===== config.mk =====
export PLATFORM = sky130hd
export DESIGN_NAME = load_store_unit
export DESIGN_NICKNAME = d
export VERILOG_FILES = /design/src/rtl/load_store_unit.sv
export SDC_FILE = /design/constraint.sdc
export NUM_CORES = 1
export LEC_CHECK = 0
export CELL_PAD_IN_SITES_DETAIL_PLACEMENT = 1
export CELL_PAD_IN_SITES_GLOBAL_PLACEMENT = 1
export CORE_ASPECT_RATIO = 1.4
export CORE_UTILIZATION = 28
export DETAILED_ROUTE_END_ITERATION = 10
export GPL_TIMING_DRIVEN = 0
export PLACE_DENSITY_LB_ADDON = 0.05
export SYNTH_ARGS = -nofsm -noshare
export SYNTH_HDL_FRONTEND = slang
export SYNTH_SLANG_ARGS = --single-unit

===== constraint.sdc =====
create_clock -name clk -period 2.13 [get_ports clk]
set_input_delay 0.639 -clock clk [delete_from_list [all_inputs] [get_ports clk]]
set_output_delay 0.639 -clock clk [all_outputs]
set_load 0.05 [all_outputs]

===== src/rtl/load_store_unit.sv =====
// Purpose: memory-access stage; byte/half/word loads and stores over a word bus, load result extended.
// Latency: request at T, bus strobe at T+1, done at T+2 plus one cycle per waitrequest cycle.
// Backpressure: data_waitrequest freezes all bus outputs; stall holds the core while a transfer is in flight.
module load_store_unit #(
    parameter int WAIT_LIMIT = 0,
    parameter int CNT_W      = 16
) (
    input  logic        clk,
    input  logic        reset,
    input  logic        req_valid,
    input  logic        req_read,
    input  logic        req_write,
    input  logic [1:0]  req_size,
    input  logic        req_signed,
    input  logic [31:0] addr,
    input  logic [31:0] rt_data,
    output logic        stall,
    output logic        done,
    output logic        error,
    output logic [31:0] data_readdata,
    output logic [31:0] data_address,
    output logic        data_read,
    output logic        data_write,
    output logic [3:0]  data_byteenable,
    output logic [31:0] data_writedata,
    input  logic        data_waitrequest,
    input  logic [31:0] mem_readdata
);

    typedef enum logic [1:0] {
        S_IDLE   = 2'd0,
        S_ACCESS = 2'd1,
        S_DONE   = 2'd2
    } state_t;

    state_t             r_state;
    state_t             w_next;
    logic [31:0]        r_addr;
    logic [1:0]         r_size;
    logic               r_signed;
    logic               r_is_read;
    logic [3:0]         r_be;
    logic [31:0]        r_wdata;
    logic [CNT_W-1:0]   r_cnt;
    logic               r_error;
    logic [31:0]        r_rdata;

    logic               w_aligned;
    logic               w_legal;
    logic               w_timeout;
    logic [3:0]         w_be_req;
    logic [31:0]        w_wdata_req;
    logic [7:0]         w_byte;
    logic [15:0]        w_half;
    logic [31:0]        w_load_val;

    // Request legality: one direction only, defined size, naturally aligned address.
    always_comb begin
        w_aligned = 1'b0;
        case (req_size)
            2'd0:    w_aligned = 1'b1;
            2'd1:    w_aligned = ~addr[0];
            2'd2:    w_aligned = (addr[1:0] == 2'b00);
            default: w_aligned = 1'b0;
        endcase
        w_legal = req_valid && (req_read ^ req_write) && (req_size != 2'd3) && w_aligned;
    end

    // Byte lanes and lane-replicated store data for the incoming request.
    always_comb begin
        w_be_req    = 4'b1111;
        w_wdata_req = rt_data;
        case (req_size)
            2'd0: begin
                w_be_req    = 4'b0001 << addr[1:0];
                w_wdata_req = {4{rt_data[7:0]}};
            end
            2'd1: begin
                w_be_req    = addr[1] ? 4'b1100 : 4'b0011;
                w_wdata_req = {2{rt_data[15:0]}};
            end
            default: begin
                w_be_req    = 4'b1111;
                w_wdata_req = rt_data;
            end
        endcase
    end

    // Pick the addressed lane(s) from the bus word and extend to 32 bits.
    always_comb begin
        w_byte     = mem_readdata[7:0];
        case (r_addr[1:0])
            2'd0:    w_byte = mem_readdata[7:0];
            2'd1:    w_byte = mem_readdata[15:8];
            2'd2:    w_byte = mem_readdata[23:16];
            default: w_byte = mem_readdata[31:24];
        endcase
        w_half     = r_addr[1] ? mem_readdata[31:16] : mem_readdata[15:0];
        w_load_val = mem_readdata;
        case (r_size)
            2'd0:    w_load_val = {{24{r_signed & w_byte[7]}}, w_byte};
            2'd1:    w_load_val = {{16{r_signed & w_half[15]}}, w_half};
            default: w_load_val = mem_readdata;
        endcase
    end

    // Abort on the wait cycle that brings the consecutive-wait count up to the limit.
    assign w_timeout = (WAIT_LIMIT != 0) && data_waitrequest
                       && (r_cnt == CNT_W'(WAIT_LIMIT - 1));

    // Next state, strobes, stall and done pulse.
    always_comb begin
        w_next     = r_state;
        stall      = 1'b0;
        data_read  = 1'b0;
        data_write = 1'b0;
        done       = 1'b0;
        case (r_state)
            S_IDLE: begin
                stall = w_legal;
                if (w_legal) w_next = S_ACCESS;
            end
            S_ACCESS: begin
                stall      = 1'b1;
                data_read  = r_is_read;
                data_write = ~r_is_read;
                if (!data_waitrequest) w_next = S_DONE;
                else if (w_timeout)    w_next = S_IDLE;
            end
            S_DONE: begin
                done   = 1'b1;
                w_next = S_IDLE;
            end
            default: w_next = S_IDLE;
        endcase
    end

    // State register.
    always_ff @(posedge clk) begin
        if (reset) r_state <= S_IDLE;
        else       r_state <= w_next;
    end

    // Latched request, wait counter, error pulse and load result.
    always_ff @(posedge clk) begin
        if (reset) begin
            r_addr    <= '0;
            r_size    <= '0;
            r_signed  <= 1'b0;
            r_is_read <= 1'b0;
            r_be      <= '0;
            r_wdata   <= '0;
            r_cnt     <= '0;
            r_error   <= 1'b0;
            r_rdata   <= '0;
        end else begin
            r_error <= 1'b0;
            if (r_state != S_ACCESS) r_cnt <= '0;
            if (r_state == S_IDLE && req_valid) begin
                if (w_legal) begin
                    r_addr    <= addr;
                    r_size    <= req_size;
                    r_signed  <= req_signed;
                    r_is_read <= req_read;
                    r_be      <= w_be_req;
                    r_wdata   <= w_wdata_req;
                end else begin
                    r_error   <= 1'b1;
                end
            end
            if (r_state == S_ACCESS) begin
                if (data_waitrequest) begin
                    r_cnt <= r_cnt + 1'b1;
                    if (w_timeout) r_error <= 1'b1;
                end else if (r_is_read) begin
                    r_rdata <= w_load_val;
                end
            end
        end
    end

    assign error           = r_error;
    assign data_readdata   = r_rdata;
    assign data_address    = {r_addr[31:2], 2'b00};
    assign data_byteenable = r_be;
    assign data_writedata  = r_wdata;

endmodule


* Word level (Yosys, flattened, before mapping) *
Cells that the tools add are included.

cells by class
  bitwise operators = 7
  shift operators = 1
  reduce and logical (&&, ||, !) cells = 13
  equal/unequal tests = 10
  muxes and demuxes = 15

operators with widths
  operator             number
  $pmux 32 s2          2
  $pmux 8 s3           1
  $mux 16              1
  $logic_not 2->1      5
  $eq 2x1->1 const B   4
  $pmux 4 s2           1
  $eq 2x2->1 const B   3
  $ne 2x2->1 const B   3
  $logic_and 1x1->1    4
  $mux 1               4
  $mux 2               2
  $mux 4               1
  $not 1->1            4
  $pmux 2 s2           1
  $reduce_and 2->1     2
  $shl 1x2->4 const A  1
  $pmux 1 s3           1
  $reduce_and 3->1     1
  $and 1x1->1          2
  $pmux 1 s2           1
  $reduce_or 2->1      1
  $xor 1x1->1          1

storage, ports and cells
  output and inout bits = 105
  logic and storage cells = 55
  input port bits = 105
  flip-flop bits (word level) = 107

* Longest topological paths before layout *
  word-level depth = 6
  depth in mapped cells = 6
  gate-level depth less buffers = 4

* Least setup slack after synthesis *
No wires, ideal clock.

  path type = input -> output
  start point = input req_size[1]
  end point = output stall
  slack = -0.617 ns
  required time = 1.491 ns
  stages on the path = 6
  data arrival time = 2.108 ns
  buffers on the path = 3
  path through = buf_2 > o22ai_1 > buf_2 > buf_2 > a31oi_1 > nor2_1

between the ends
  cells in the longest elaborated chain, start to end = 4
  elaborated cells between the ends (all ways) = 8
  those cells by class = eq/ne (3); mux (2); reduce/logical (3)

ends and longest elaborated chain
  element                                                 RTL line  source
  start, declared                                         13        input logic [1:0] req_size,
  $eq 2x2->1, or another cell as far along                60        case (req_size)
  $pmux 1 s3 / $logic_and 1x1->1 (equally long branches)  60, 66
  $logic_and 1x1->1 *                                     66        w_legal = req_valid && (req_read ^ req_write) && (req_size != 2'd3) && w_aligned;
  $pmux 1 s2 *                                            118       case (r_state)
  end, declared                                           17        output logic stall,

Every way passes the cells marked *; elsewhere a longest branch is shown, timed or not.

* Worst setup path after layout *
  start point = input addr[0]
  end point = output stall

between the ends
  cells in the longest elaborated chain, start to end = 4
  elaborated cells between the ends (all ways) = 5
  those cells by class = mux (2); bitwise (1); reduce/logical (2)

ends and longest elaborated chain
  element                                              RTL line  source
  start, declared                                      15        input logic [31:0] addr,
  $logic_not 2->1 / $not 1->1 (equally long branches)  63, 62
  $pmux 1 s3 *                                         60
  $logic_and 1x1->1 *                                  66
  $pmux 1 s2 *                                         118

Marked as above.

==> summary.md <==
| Metric | Value |
|---|---|
| TritonCTS sink count | `107` |
| Worst voltage drop across the vdd grid | `0.397 mV` |
| Count of cells along the worst hold path | `2` |
| Final Slew Violations | `0` |
| Cts hold-fix bufs | `0` |
| Placement-stage cell area | `0.00765 mm²` |
| Post-DR vias/cell | `5.03` |
| # IOs | `210` |
| Failing checks | `setup timing` |
| Synthesized cell area | `0.00524 mm²` |
| Share of cells above drive strength 1 | `15.4%` |
| Cells traversed along the worst timing path | `buf_8 > o21a_4 > o22ai_4 > buf_6 > a31oi_4 > nor2_4 > buf_8` |
| Total via count after detailed routing | `5573` |
| Run status | `finished, violations left` |
| Final std cell area, no fill | `0.00799 mm²` |
| RR Startpoint | `r_size[1]` |
| Achievable frequency | `446 MHz` |
| Detailed-route wire length | `21400 µm` |
| Max stage delay on crit path | `220 ps` |
| Async S/R FF share, synth | `0%` |
| Normalized max-slew margin | `52.9%` |
| Data required time of the critical path | `1490 ps` |
| Deepest level of the CTS H-tree | `3` |
| Worst path bufs/invs | `3` |
| # rows | `58` |
| Chip width | `118 µm` |
| Worst Setup Path Type | `in2out` |
| Leading area contributor after synthesis | `dfxtp_1` |
| RSZ-0062 raised after global routing | `true` |
| Clock buffers created by TritonCTS | `9` |
| Starting density of the core | `28.9%` |
| Count of maximum capacitance violations | `0` |
| Drt initial violations | `213` |
| Slew at the pin closest to its max-slew limit | `707 ps` |
| Worst-path maximum fanout | `3` |
| Worst-case hold slack | `471 ps` |
| Placeable Area | `0.0181 mm²` |
| Number of enable-type register cells in the synthesized netlist | `0` |
| Number of distinct library cell variants in the gate-level netlist after synthesis | `43` |
| Share of the synthesized area in the top cell type | `40.9%` |
| Maximum buffer depth of the clock tree | `2` |
| DRC Markers | `0` |
| Final critical-path share of the clock period | `105%` |
| Seq cells post-synth | `107` |
| Setup Skew | `7.99 ps` |
| Pin count of the biggest net entering global routing | `19` |
| Total of endpoints with negative setup slack in the final report | `2` |
| Vias in the first global route | `6024` |
| DR pass1 iterations | `4` |
| Congestion Overflow GR | `0` |
| Fin. Hold Viols | `0` |
| DPL Wire Length | `16500 µm` |
| Standby leakage power | `3.30 nW` |
| Clock latency on the worst-skew pair | `360 ps` |
| Global-route wire length before repair | `32800 µm` |
| WP data arrival | `1600 ps` |
| Hold EP | `data_readdata[13]` |
| GRT Util Overall | `21.9%` |
| Ranking of synthesized cells by area | `dfxtp_1 (41%), o21ai_0 (7.4%), a21oi_1 (7.2%)` |
| Detailed-route wire length per cell | `19.3 µm` |
| Number of antenna violations at the first check in global routing | `0` |
| Final critical path time including I/O delays and setup | `2240 ps` |
| Average instance area after synthesis | `8.31 µm²` |
| Synthesis Warnings | `0` |
| Die area | `0.0193 mm²` |
| Final setup slack of the worst path | `-113 ps` |
| PortBufs | `206` |
| Placer's final routability congestion estimate | `0.903` |
| Height of the die | `164 µm` |
| Sequential element share of the synthesized area | `40.9%` |
| Type of the worst min-delay path | `reg2reg` |
| R2r endpoint | `data_readdata[27]` |
| Power Dens Cells | `616 mW/mm²` |
| Count of cells along the worst register-to-register path | `5` |
| Most frequently used cell type in the post-synthesis netlist | `dfxtp_1` |
| CTS tree | `built` |
| Clock-pin slew reported for the worst setup and hold paths after clock tree synthesis | `80 ps` |
| Slack of the worst reg-to-reg path | `210 ps` |
| Cell with the largest stage delay on the worst path | `o21a_4` |
| Final design utilization | `44.1%` |
| Worst Min Path Start | `data_readdata[13]` |
| Endpoint type of the worst setup path | `primary output` |
| Main synth FF type | `dfxtp_1` |
| Worst slack, placed | `-1500 ps` |
| Kind of launch point of the worst setup path | `primary input` |
| Antenna viol nets, final | `0` |
| N_diodes | `0` |
| Post-Synthesis Cells | `631` |
| Most Frequent Cell on Critical Path | `buf_8` |
| Crit path max-delay family | `compound AO/OA/AOI/OAI gates` |
| Most frequent cells after synthesis | `dfxtp_1 (107), o21ai_0 (78), a21oi_1 (75)` |
| Clock root cell | `clkbuf_16` |
| Net count reported at finish | `969` |
| Layout-stage area growth over the synthesis result | `52.5%` |
## worst min-delay path: stages (launching register included)
cell and delay (ps):
dfxtp_1 310, nand2_1 50, a221oi_1 60
## layer usage
metal / part of all wire [%] / vias up / wire length, µm / track usage (%)
li1: - / 2701 / - / -
met1: 38 / 2666 / 8130 / 22.7
met2: 53 / 171 / 11400 / 42.0
met3: 6.1 / 35 / 1310 / 5.45
met4: 2.7 / 0 / 578 / 8.68
met5: 0 / - / 0 / 0
## worst max-delay path by stage
stage / startpoint / endpoint / slack (ps) / cells after the start
floorplan: addr[0] / stall / -120 / 6
finish: addr[0] / stall / -110 / 7
CTS: addr[1] / stall / -150 / 8
global placement: addr[0] / stall / -1470 / 8
global route: addr[0] / stall / -140 / 7
detailed placement: addr[0] / stall / -1500 / 8
## where the power goes
group	internal, W	switching, W
sequential	0.00207	0.0000415
combinational	0.000467	0.000715
clock	0.000803	0.000824
total	0.00334	0.00158
## through the flow
step	power, W	TNS [ps]	instances
2_1_floorplan	0.00282	-119	632
3_3_place_gp	0.00333	-45250	1078
3_5_place_dp	0.00335	-49530	1078
4_1_cts	0.00498	-153	1109
5_1_grt	0.00513	-1680	1108
6_report	0.00492	-120	1108
## cell type report
| cell class | instances | area, µm² |
|---|---|---|
| buffer | 94 | 549 |
| multi-input combinational | 426 | 2640 |
| fill | 2207 | 10100 |
| sequential | 107 | 2140 |
| clock buffer | 9 | 225 |
| timing repair buffer | 222 | 2080 |
| tap | 240 | 300 |
| clock inverter | 6 | 50.0 |
| inverter | 4 | 15.0 |
## layout by cell type, fill, tap and decap left out, types with 4 or more instances in the layout
cell type and count:
dfxtp_1 106, dlygate4sd2_1 101, clkdlybuf4s50_1 96, a21oi_1 75, o21ai_0 72, nand2_1 54
nand3_1 53, buf_4 49, clkbuf_1 32, a211oi_1 26, nor2_1 21, mux2_2 20
mux2i_1 17, buf_2 13, a311oi_1 11, nor3_1 9, clkbuf_16 9, clkbuf_2 8
a221oi_1 8, nor2b_1 7, nand3b_1 7, o21ai_1 6, o221ai_1 6, buf_6 5
nand2b_1 5, inv_1 4
## kinds of logic after synthesis
kind of cell	Yosys count	share of synthesized area, %
AOI/OAI and AO/OA	217	25.0
muxes	40	8.40
other	1	0.0715
buffers and inverters	99	10.1
xor gates and xnor gates	2	0.334
and+or+nand+nor	165	15.2
DFF	107	40.9
## registers in the layout, summed over array words and instances, names as in the netlist
name and cells:
r_is_read 1, r_signed 1, r_size 2, data_readdata 32
data_writedata 32, r_addr 32, error 1, data_byteenable 4
r_state 2
## timing repair
item,4_1_cts,5_1_grt
endpoints found under the hold margin,0,0
endpoints found under the setup margin,193,86
setup buffers,16,0
pin swaps,8,6
gates resized for setup,159,22
cloned,0,0
No activity file was read; power rests on OpenSTA's default activity.
